## config.mk

```make
export PLATFORM = sky130hd
export DESIGN_NAME = bcd_serial_adder_flat
export DESIGN_NICKNAME = d
export VERILOG_FILES = /design/src/rtl/bcd_serial_adder_if.sv /design/src/rtl/bcd_serial_adder.sv /design/src/flat_wrapper.sv
export SDC_FILE = /design/constraint.sdc
export NUM_CORES = 1
export LEC_CHECK = 0
export CAP_MARGIN = 15
export CORE_MARGIN = 1
export CORE_UTILIZATION = 50
export CTS_BUF_LIST = sky130_fd_sc_hd__clkbuf_4 sky130_fd_sc_hd__clkbuf_8
export DETAILED_ROUTE_END_ITERATION = 6
export PLACE_DENSITY = 0.82
export SETUP_SLACK_MARGIN = 0.1
export SKIP_LAST_GASP = 1
export SYNTH_ARGS = -nofsm -noshare
export SYNTH_HDL_FRONTEND = slang
export SYNTH_SLANG_ARGS = --single-unit
```

## constraint.sdc

```tcl
create_clock -name clk -period 3.93 [get_ports clk]
set_input_delay 0.786 -clock clk [delete_from_list [all_inputs] [get_ports clk]]
set_output_delay 0.786 -clock clk [all_outputs]
set_load 0.05 [all_outputs]
```

## src/rtl/bcd_serial_adder_if.sv

```systemverilog
// Handshake and operand/result bundle for the digit-serial BCD adder.
// The master side issues requests. The slave side is the adder itself.
interface bcd_serial_adder_if #(
    parameter int DIGITS = 4
);
    logic                  start;
    logic [4*DIGITS-1:0]   a;
    logic [4*DIGITS-1:0]   b;
    logic                  cin;
    logic                  busy;
    logic                  done;
    logic [4*DIGITS-1:0]   sum;
    logic                  cout;
    logic                  invalid;

    modport master (
        output start, a, b, cin,
        input  busy, done, sum, cout, invalid
    );

    modport slave (
        input  start, a, b, cin,
        output busy, done, sum, cout, invalid
    );
endinterface

```

## src/rtl/bcd_serial_adder.sv

```systemverilog
// Digit-serial BCD adder. It processes one decimal digit per clock, least significant digit first.
// The sum, carry-out and invalid flag are published together when the operation completes.
module bcd_serial_adder #(
    parameter int DIGITS = 4
) (
    input  logic                clk,
    input  logic                rst,
    bcd_serial_adder_if.slave   bus
);
    localparam int W    = 4 * DIGITS;
    localparam int IDXW = (DIGITS > 1) ? $clog2(DIGITS) : 1;
    localparam logic [IDXW-1:0] LAST_IDX = IDXW'(DIGITS - 1);

    localparam logic [1:0] ST_IDLE = 2'd0;
    localparam logic [1:0] ST_RUN  = 2'd1;
    localparam logic [1:0] ST_DONE = 2'd2;

    // Returns {carry, digit}. Out-of-range inputs follow the same rule: any raw value above 9 carries.
    function automatic logic [4:0] bcd_digit_add(input logic [3:0] x, input logic [3:0] y, input logic c);
        logic [4:0] raw;
        logic [4:0] adj;
        raw = {1'b0, x} + {1'b0, y} + {4'b0000, c};
        adj = raw + 5'd6;
        if (raw > 5'd9) begin
            bcd_digit_add = {1'b1, adj[3:0]};
        end else begin
            bcd_digit_add = {1'b0, raw[3:0]};
        end
    endfunction

    function automatic logic has_bad_digit(input logic [W-1:0] v);
        has_bad_digit = 1'b0;
        for (int i = 0; i < DIGITS; i++) begin
            if (v[4*i +: 4] > 4'd9) begin
                has_bad_digit = 1'b1;
            end
        end
    endfunction

    logic [1:0]      state_q,   state_d;
    logic [W-1:0]    a_q,       a_d;
    logic [W-1:0]    b_q,       b_d;
    logic            carry_q,   carry_d;
    logic [IDXW-1:0] idx_q,     idx_d;
    logic [W-1:0]    res_q,     res_d;
    logic [W-1:0]    sum_q,     sum_d;
    logic            cout_q,    cout_d;
    logic            invalid_q, invalid_d;
    logic            busy_q,    busy_d;
    logic            done_q,    done_d;
    logic [4:0]      dig_s;

    // Next-state and datapath logic for the IDLE/RUN/DONE sequencer.
    always_comb begin
        state_d   = state_q;
        a_d       = a_q;
        b_d       = b_q;
        carry_d   = carry_q;
        idx_d     = idx_q;
        res_d     = res_q;
        sum_d     = sum_q;
        cout_d    = cout_q;
        invalid_d = invalid_q;
        busy_d    = 1'b0;
        done_d    = 1'b0;
        dig_s     = bcd_digit_add(a_q[4*idx_q +: 4], b_q[4*idx_q +: 4], carry_q);
        case (state_q)
            ST_IDLE: begin
                if (bus.start) begin
                    state_d   = ST_RUN;
                    a_d       = bus.a;
                    b_d       = bus.b;
                    carry_d   = bus.cin;
                    idx_d     = '0;
                    invalid_d = has_bad_digit(bus.a) | has_bad_digit(bus.b);
                    busy_d    = 1'b1;
                end else begin
                    state_d   = ST_IDLE;
                end
            end
            ST_RUN: begin
                res_d[4*idx_q +: 4] = dig_s[3:0];
                carry_d             = dig_s[4];
                idx_d               = idx_q + IDXW'(1);
                if (idx_q == LAST_IDX) begin
                    // res_d already holds the final digit, so sum is published whole.
                    state_d = ST_DONE;
                    sum_d   = res_d;
                    cout_d  = dig_s[4];
                    done_d  = 1'b1;
                end else begin
                    busy_d  = 1'b1;
                end
            end
            ST_DONE: begin
                state_d = ST_IDLE;
            end
            default: begin
                state_d = ST_IDLE;
            end
        endcase
    end

    // State and output registers with synchronous reset.
    always_ff @(posedge clk) begin
        if (rst) begin
            state_q   <= ST_IDLE;
            a_q       <= '0;
            b_q       <= '0;
            carry_q   <= 1'b0;
            idx_q     <= '0;
            res_q     <= '0;
            sum_q     <= '0;
            cout_q    <= 1'b0;
            invalid_q <= 1'b0;
            busy_q    <= 1'b0;
            done_q    <= 1'b0;
        end else begin
            state_q   <= state_d;
            a_q       <= a_d;
            b_q       <= b_d;
            carry_q   <= carry_d;
            idx_q     <= idx_d;
            res_q     <= res_d;
            sum_q     <= sum_d;
            cout_q    <= cout_d;
            invalid_q <= invalid_d;
            busy_q    <= busy_d;
            done_q    <= done_d;
        end
    end

    assign bus.busy    = busy_q;
    assign bus.done    = done_q;
    assign bus.sum     = sum_q;
    assign bus.cout    = cout_q;
    assign bus.invalid = invalid_q;
endmodule
```

## src/flat_wrapper.sv

```systemverilog
// flat-port wrapper written by rule: the top's interface ports become plain ports
module bcd_serial_adder_flat 
#(
    parameter int DIGITS = 4
)
  (clk, rst, bus_start, bus_a, bus_b, bus_cin, bus_busy, bus_done, bus_sum, bus_cout, bus_invalid);
  bcd_serial_adder_if #(.DIGITS(DIGITS)) bus_i ();
  input  logic clk;
  input  logic rst;
  input wire logic [$bits(bus_i.start)-1:0] bus_start;
  input wire logic [$bits(bus_i.a)-1:0] bus_a;
  input wire logic [$bits(bus_i.b)-1:0] bus_b;
  input wire logic [$bits(bus_i.cin)-1:0] bus_cin;
  output wire logic [$bits(bus_i.busy)-1:0] bus_busy;
  output wire logic [$bits(bus_i.done)-1:0] bus_done;
  output wire logic [$bits(bus_i.sum)-1:0] bus_sum;
  output wire logic [$bits(bus_i.cout)-1:0] bus_cout;
  output wire logic [$bits(bus_i.invalid)-1:0] bus_invalid;
  assign bus_i.start = bus_start;
  assign bus_i.a = bus_a;
  assign bus_i.b = bus_b;
  assign bus_i.cin = bus_cin;
  assign bus_busy = bus_i.busy;
  assign bus_done = bus_i.done;
  assign bus_sum = bus_i.sum;
  assign bus_cout = bus_i.cout;
  assign bus_invalid = bus_i.invalid;
  bcd_serial_adder #(.DIGITS(DIGITS)) u_core (.clk(clk), .rst(rst), .bus(bus_i));
endmodule
```

* Yosys cells after proc, flatten, opt, wreduce, memory -nomap -nowiden
Index checks and enable logic that the tools add are counted.
Cells by class: $add $sub $neg 5, magnitude comparators 9, equal/unequal tests 4, shift-type cells 4, multiplexer cells 25, bitwise operators 2, reductions and logical operators 6
Operator list (count):
- negator 4 -> 34 bit | 1
- variable shift 4 x 34 -> 16 bit (first input constant) | 1
- variable part select 4 x 34 -> 16 bit | 1
- > comparator 4 bit (second input constant) | 8
- variable part select 16 x 5 -> 4 bit | 2
- two-way mux 1 bit | 17
- bitwise mux 16 bit | 1
- one-hot mux 2 bit (2 select lines) | 2
- AND reduction 2 bit | 3
- adder 4 x 4 -> 5 bit | 1
- adder 5 x 1 -> 5 bit | 1
- > comparator 5 x 4 -> 1 bit (second input constant) | 1
- two-way mux 5 bit | 1
- adder 4 x 3 -> 4 bit (second input constant) | 1
- two-way mux 2 bit | 2
- one-hot mux 1 bit (2 select lines) | 2
- adder 2 x 1 -> 2 bit (second input constant) | 1
- equality test 2 x 1 -> 1 bit (second input constant) | 1
- equality test 2 bit (second input constant) | 1
- zero test 2 bit | 1
- != test 2 x 1 -> 1 bit (second input constant) | 1
- != test 2 bit (second input constant) | 1
- nonzero test 2 bit | 1
- OR reduction 2 bit | 1
- other kinds (2) | 2
Word-level totals: register bits 73, input port bits 36, output and inout bits 20, word-level logic and storage cells 66

* Depth between registers and ports, before layout
depth after elaboration 8, gate-level depth with buffers 12, mapped depth without buffers 10

* Least setup slack after synthesis
No wires, ideal clock.
path kind reg-to-reg, from register u_core.idx_q[0], to register u_core.res_q[11], library setup time 132 ps, data arrival time 3698 ps, required time 3798 ps, slack 101 ps, cell stages (with the launch flop) 13, path buffers 2, clock period less this slack 3829 ps, path through dfxtp_1 > buf_2 > mux4_2 > fa_1 > fa_1 > buf_2 > inv_2 > ha_1 > nor2b_1 > a31oi_2 > nor2_1 > o31ai_4 > o21ai_0
On the way: longest elaborated chain between the ends 7, elaborated cells between the ends (all ways) 11, classes of those cells 4 x add/sub; 1 x order compare; 4 x shift; 2 x mux
Ends and longest elaborated chain:
- start: declaration | line bcd_serial_adder.sv:44 | logic [IDXW-1:0] idx_q, idx_d;
- start signal: assignment | line bcd_serial_adder.sv:123 | idx_q <= idx_d;
- variable part select 16 x 5 -> 4 bit | line bcd_serial_adder.sv:66 | dig_s = bcd_digit_add(a_q[4*idx_q +: 4], b_q[4*idx_q +: 4], carry_q);
- adder 4 x 4 -> 5 bit | line bcd_serial_adder.sv:22 | raw = {1'b0, x} + {1'b0, y} + {4'b0000, c};
- adder 5 x 1 -> 5 bit | line bcd_serial_adder.sv:22
- adder 4 x 3 -> 4 bit / > comparator 5 x 4 -> 1 bit (equally long branches) | line bcd_serial_adder.sv:23, bcd_serial_adder.sv:24
- two-way mux 5 bit | line bcd_serial_adder.sv:24 | if (raw > 5'd9) begin
- variable part select 4 x 34 -> 16 bit | line bcd_serial_adder.sv:82 | res_d[4*idx_q +: 4] = dig_s[3:0];
- bitwise mux 16 bit * | line bcd_serial_adder.sv:82
- end signal: assignment | line bcd_serial_adder.sv:124 | res_q <= res_d;
- end: declaration | line bcd_serial_adder.sv:45 | logic [W-1:0] res_q, res_d;
Mark *: on every way between the ends. The rest lies on a longest branch, timed or not. A chain may end at the register's enable or synchronous reset.

* Worst setup path after layout
from register u_core.idx_q[0], to register u_core.sum_q[14], in the netlist u_core.bus.sum[14]
On the way: longest elaborated chain between the ends 7, elaborated cells between the ends (all ways) 13, classes of those cells 4 x add/sub; 1 x order compare; 1 x eq/ne; 4 x shift; 2 x mux; 1 x reduce/logical
Ends and longest elaborated chain:
- variable part select 16 x 5 -> 4 bit | line bcd_serial_adder.sv:66
- adder 4 x 4 -> 5 bit | line bcd_serial_adder.sv:22
- adder 5 x 1 -> 5 bit | line bcd_serial_adder.sv:22
- adder 4 x 3 -> 4 bit / > comparator 5 x 4 -> 1 bit (equally long branches) | line bcd_serial_adder.sv:23, bcd_serial_adder.sv:24
- two-way mux 5 bit | line bcd_serial_adder.sv:24
- variable part select 4 x 34 -> 16 bit | line bcd_serial_adder.sv:82
- bitwise mux 16 bit | line bcd_serial_adder.sv:82
- end signal: assignment | line bcd_serial_adder.sv:125 | sum_q <= sum_d;
- end: declaration | line bcd_serial_adder.sv:46 | logic [W-1:0] sum_q, sum_d;
Several ways; a longest one is shown, not always the timed one.

==> flow_summary_export.csv <==
group,metric,value,unit
clock_network,clockBufferDepth,2,
outcome,outcome,"finished clean",
floorplan,coreArea,6490,um^2
synth,synthesis.area,3450,um^2
clock_network,ctsHoldBuffers,0,
critical_path,critPathMaxFanout,8,
clock_network,h-tree-depth,3,
power_and_ir_drop,p_seq_share,45.8,%
routing,drtIter0Drc,287,
clock_network,root_buffer,"clkbuf_8",
timing,grt_setup_unrepaired,"false",
clock_network,clk_pin_slew,0.07,ns
timing,fin_tns_setup,0,ns
routing,wirelength,8480,um
synth,yosysWarnings,0,
placement,gp_congestion,0.864,
routing,routedWlPerCell,15.5,um
critical_path,crit_required,4.21,ns
floorplan,fp.dieArea,7250,um^2
global_route,grt_max_degree,39,
synth,async_reset_ff_share,0,%
global_route,track_usage,24.9,%
layout,fin_area,4280,um^2
power_and_ir_drop,ir_drop,0.203,mV
global_route,first_global_vias,3092,
synth,ys_ff_latch,73,
floorplan,die_w,85.1,um
clock_network,insertion_delay,0.37,ns
routing,vias,3210,
power_and_ir_drop,clkPwrFrac,34.5,%
synth,ys_types,43,
timing,tightest_slew,0.665,ns
timing,setup_ws,0.308,ns
clock_network,cts_tree,"yes",
placement,pre_cts_ws,0.114,ns
synth,synth_edf_count,0,
power_and_ir_drop,power_switching,506,uW
layout,nets,513,
global_route,grt_pass1_wl,14000,um
floorplan,fp-row-count,29,
timing,drv_slew,0,
synth,synth_cells,415,
critical_path,crit_path_start_kind,"flip-flop",
synth,ys.flop_type,"dfxtp_1",
power_and_ir_drop,swShare,29.5,%
synth,synthesis.nets,463,
timing,finClkSkew,0.00823,ns
routing,drc,0,
floorplan,die_h,85.1,um
power_and_ir_drop,internal-power,1210,uW
routing,avgViaCountPerCell,5.88,
placement,post_dp_cell_area,4070,um^2
timing,maxSlewHeadroom,55.6,%
flow_run,maxCapViolCount,0,
routing,antenna_left,0,
layout,antennaDiodeCount,0,
timing,fin_crit,3.62,ns
worst_hold_path,hold_class,"flip-flop to flip-flop",
floorplan,ios,56,
timing,setup_viol,0,
layout,syn2layout_area_growth,23.9,%
clock_network,cts_buffers,9,
layout,fin_cells,546,
floorplan,initial_core_util,53.2,%
placement,dp.cells,531,
critical_path,critPathArrivalTime,3.91,ns
timing,fmaxAchievable,276,MHz
power_and_ir_drop,power.density,401,nW/um^2
layout,drive_above_1_share,10.0,%
placement,dp.final_hpwl,6090,um
routing,dr.pass1.iters,5,
timing,hold_viol_final,0,
global_route,gr-total-overflow,0,
placement,io_buffers,55,
critical_path,criticalPathCategory,"flip-flop to flip-flop",
synth,yosysSeqAreaShare,42.3,%
global_route,antenna_found_initial,0,
clock_network,clock-sinks,73,
power_and_ir_drop,leakage,0.00158,uW
power_and_ir_drop,pwr-share-comb,19.8,%
critical_path,end_kind,"flip-flop",
timing,post-route-period-util,92.2,%
synth,synth_area_per_cell,8.32,um^2
## layout make-up
cell class,instances,area [um^2]
clock buffers,10,138
fillers,527,2220
repair buffers,67,636
well taps,77,96.3
multi-input cells,306,1860
flip-flops and latches,73,1460
inverters,8,30.0
clock inverters,5,56.3
## path summary, 6_finish.rpt
path                         from  cells after the start                  to  slack, ns
setup / recovery  u_core.idx_q[0]                      9  u_core.bus.sum[14]       0.31
hold / removal    u_core.res_q[1]                      2     u_core.res_q[1]       0.45
setup reg to reg  u_core.idx_q[0]                      9  u_core.bus.sum[14]       0.31
hold reg to reg   u_core.res_q[1]                      2     u_core.res_q[1]       0.45
## cells by family (layout without fill, tap and decap cells)
kind of cell,after synthesis,in the layout,share of synthesized area (%)
AND/OR/NAND/NOR,174,174,22.5
flip-flops,73,73,42.3
AO/OA/AOI/OAI,109,109,20.1
buffers and inverters,36,90,4.13
multiplexers,9,9,5.65
XOR/XNOR,2,2,0.507
adder cells (fa/ha/maj),12,12,4.78
## power groups by stage
stage                     logic [uW]  clock network, uW  registers (uW)
after floorplan                  216                  0             803
after global placement           319                  0             802
after detailed placement         331                  0             802
after CTS                        332                597             786
after global routing             367                624             789
final                            339                592             786
## critical path: stages, from the launching register on
cell and delay, ns:
dfxtp_2 0.43, mux4_2 0.55, fa_1 0.45, fa_1 0.46
xnor2_2 0.20, ha_1 0.27, nor2b_2 0.20, o41ai_4 0.47
mux2_4 0.39, o22ai_1 0.13
## registers in the layout, summed over array words and instances, names as in the netlist
| name | count |
|---|---|
| u_core.a_q | 16 |
| u_core.b_q | 16 |
| u_core.bus.sum | 16 |
| u_core.res_q | 16 |
| u_core.idx_q | 2 |
| u_core.state_q | 2 |
| u_core.bus.busy | 1 |
| u_core.bus.cout | 1 |
| u_core.bus.done | 1 |
| u_core.bus.invalid | 1 |
| u_core.carry_q | 1 |
## routing by layer
| metal | vias to the layer above | part of all wire [%] | global-route usage, % |
|---|---|---|---|
| met4 | 0 | 2.3 | 12.9 |
| met2 | 133 | 47 | 39.9 |
| met5 | - | 0 | 0 |
| met3 | 20 | 7.4 | 6.13 |
| met1 | 1493 | 43 | 31.1 |
| li1 | 1564 | - | - |
## cell usage in the layout (no fill, tap or decap), types with 5 or more instances in the layout
cell type	synthesis	routed
o22ai_1	5	5
and3_1	7	7
inv_1	7	7
dfxtp_1	73	72
clkdlybuf4s50_1	0	54
buf_4	0	12
a21oi_1	53	53
a41oi_1	5	5
nand2_1	93	93
o21ai_0	12	12
nor2_1	29	29
nor3_1	13	13
ha_1	10	10
clkbuf_8	0	10
nor2b_1	6	5
mux4_2	8	8
and2_1	6	6
o21ai_1	8	8
## timing repair
| item | 4_1_cts | 5_1_grt |
|---|---|---|
| resized for setup | 1 | 2 |
| setup buffers | 0 | 0 |
| setup endpoints to repair | 1 | 3 |
## through the flow
step	util (%)	hold WS [ns]	power [uW]
finish	65.9	0.451	1720
global route	65.9	0.467	1780
CTS	65.7	0.451	1710
detailed placement	62.7	0.437	1130
global placement	62.7	0.432	1120
floorplan	-	0.422	1020
## cells in the mapped netlist (all sizes together), types with 3 or more instances
library cell	instances	area, um^2
a211oi	4	30.0
nand2	93	349
o22ai	5	31.3
a41oi	5	43.8
nor2	29	109
o21ai	20	100
nor3	13	65.1
clkbuf	22	82.6
nor4bb	3	30.0
nand3b	4	30.0
a21oi	54	274
dfxtp	73	1460
a32oi	4	35.0
or3	3	18.8
and3	7	43.8
nand3	4	20.0
mux4	8	180
inv	8	30.0
nor2b	6	37.5
a31oi	3	25.0
a221oi	4	35.0
and2	6	37.5
ha	10	125
buf	6	30.0
(Power assumes the default switching activity.)
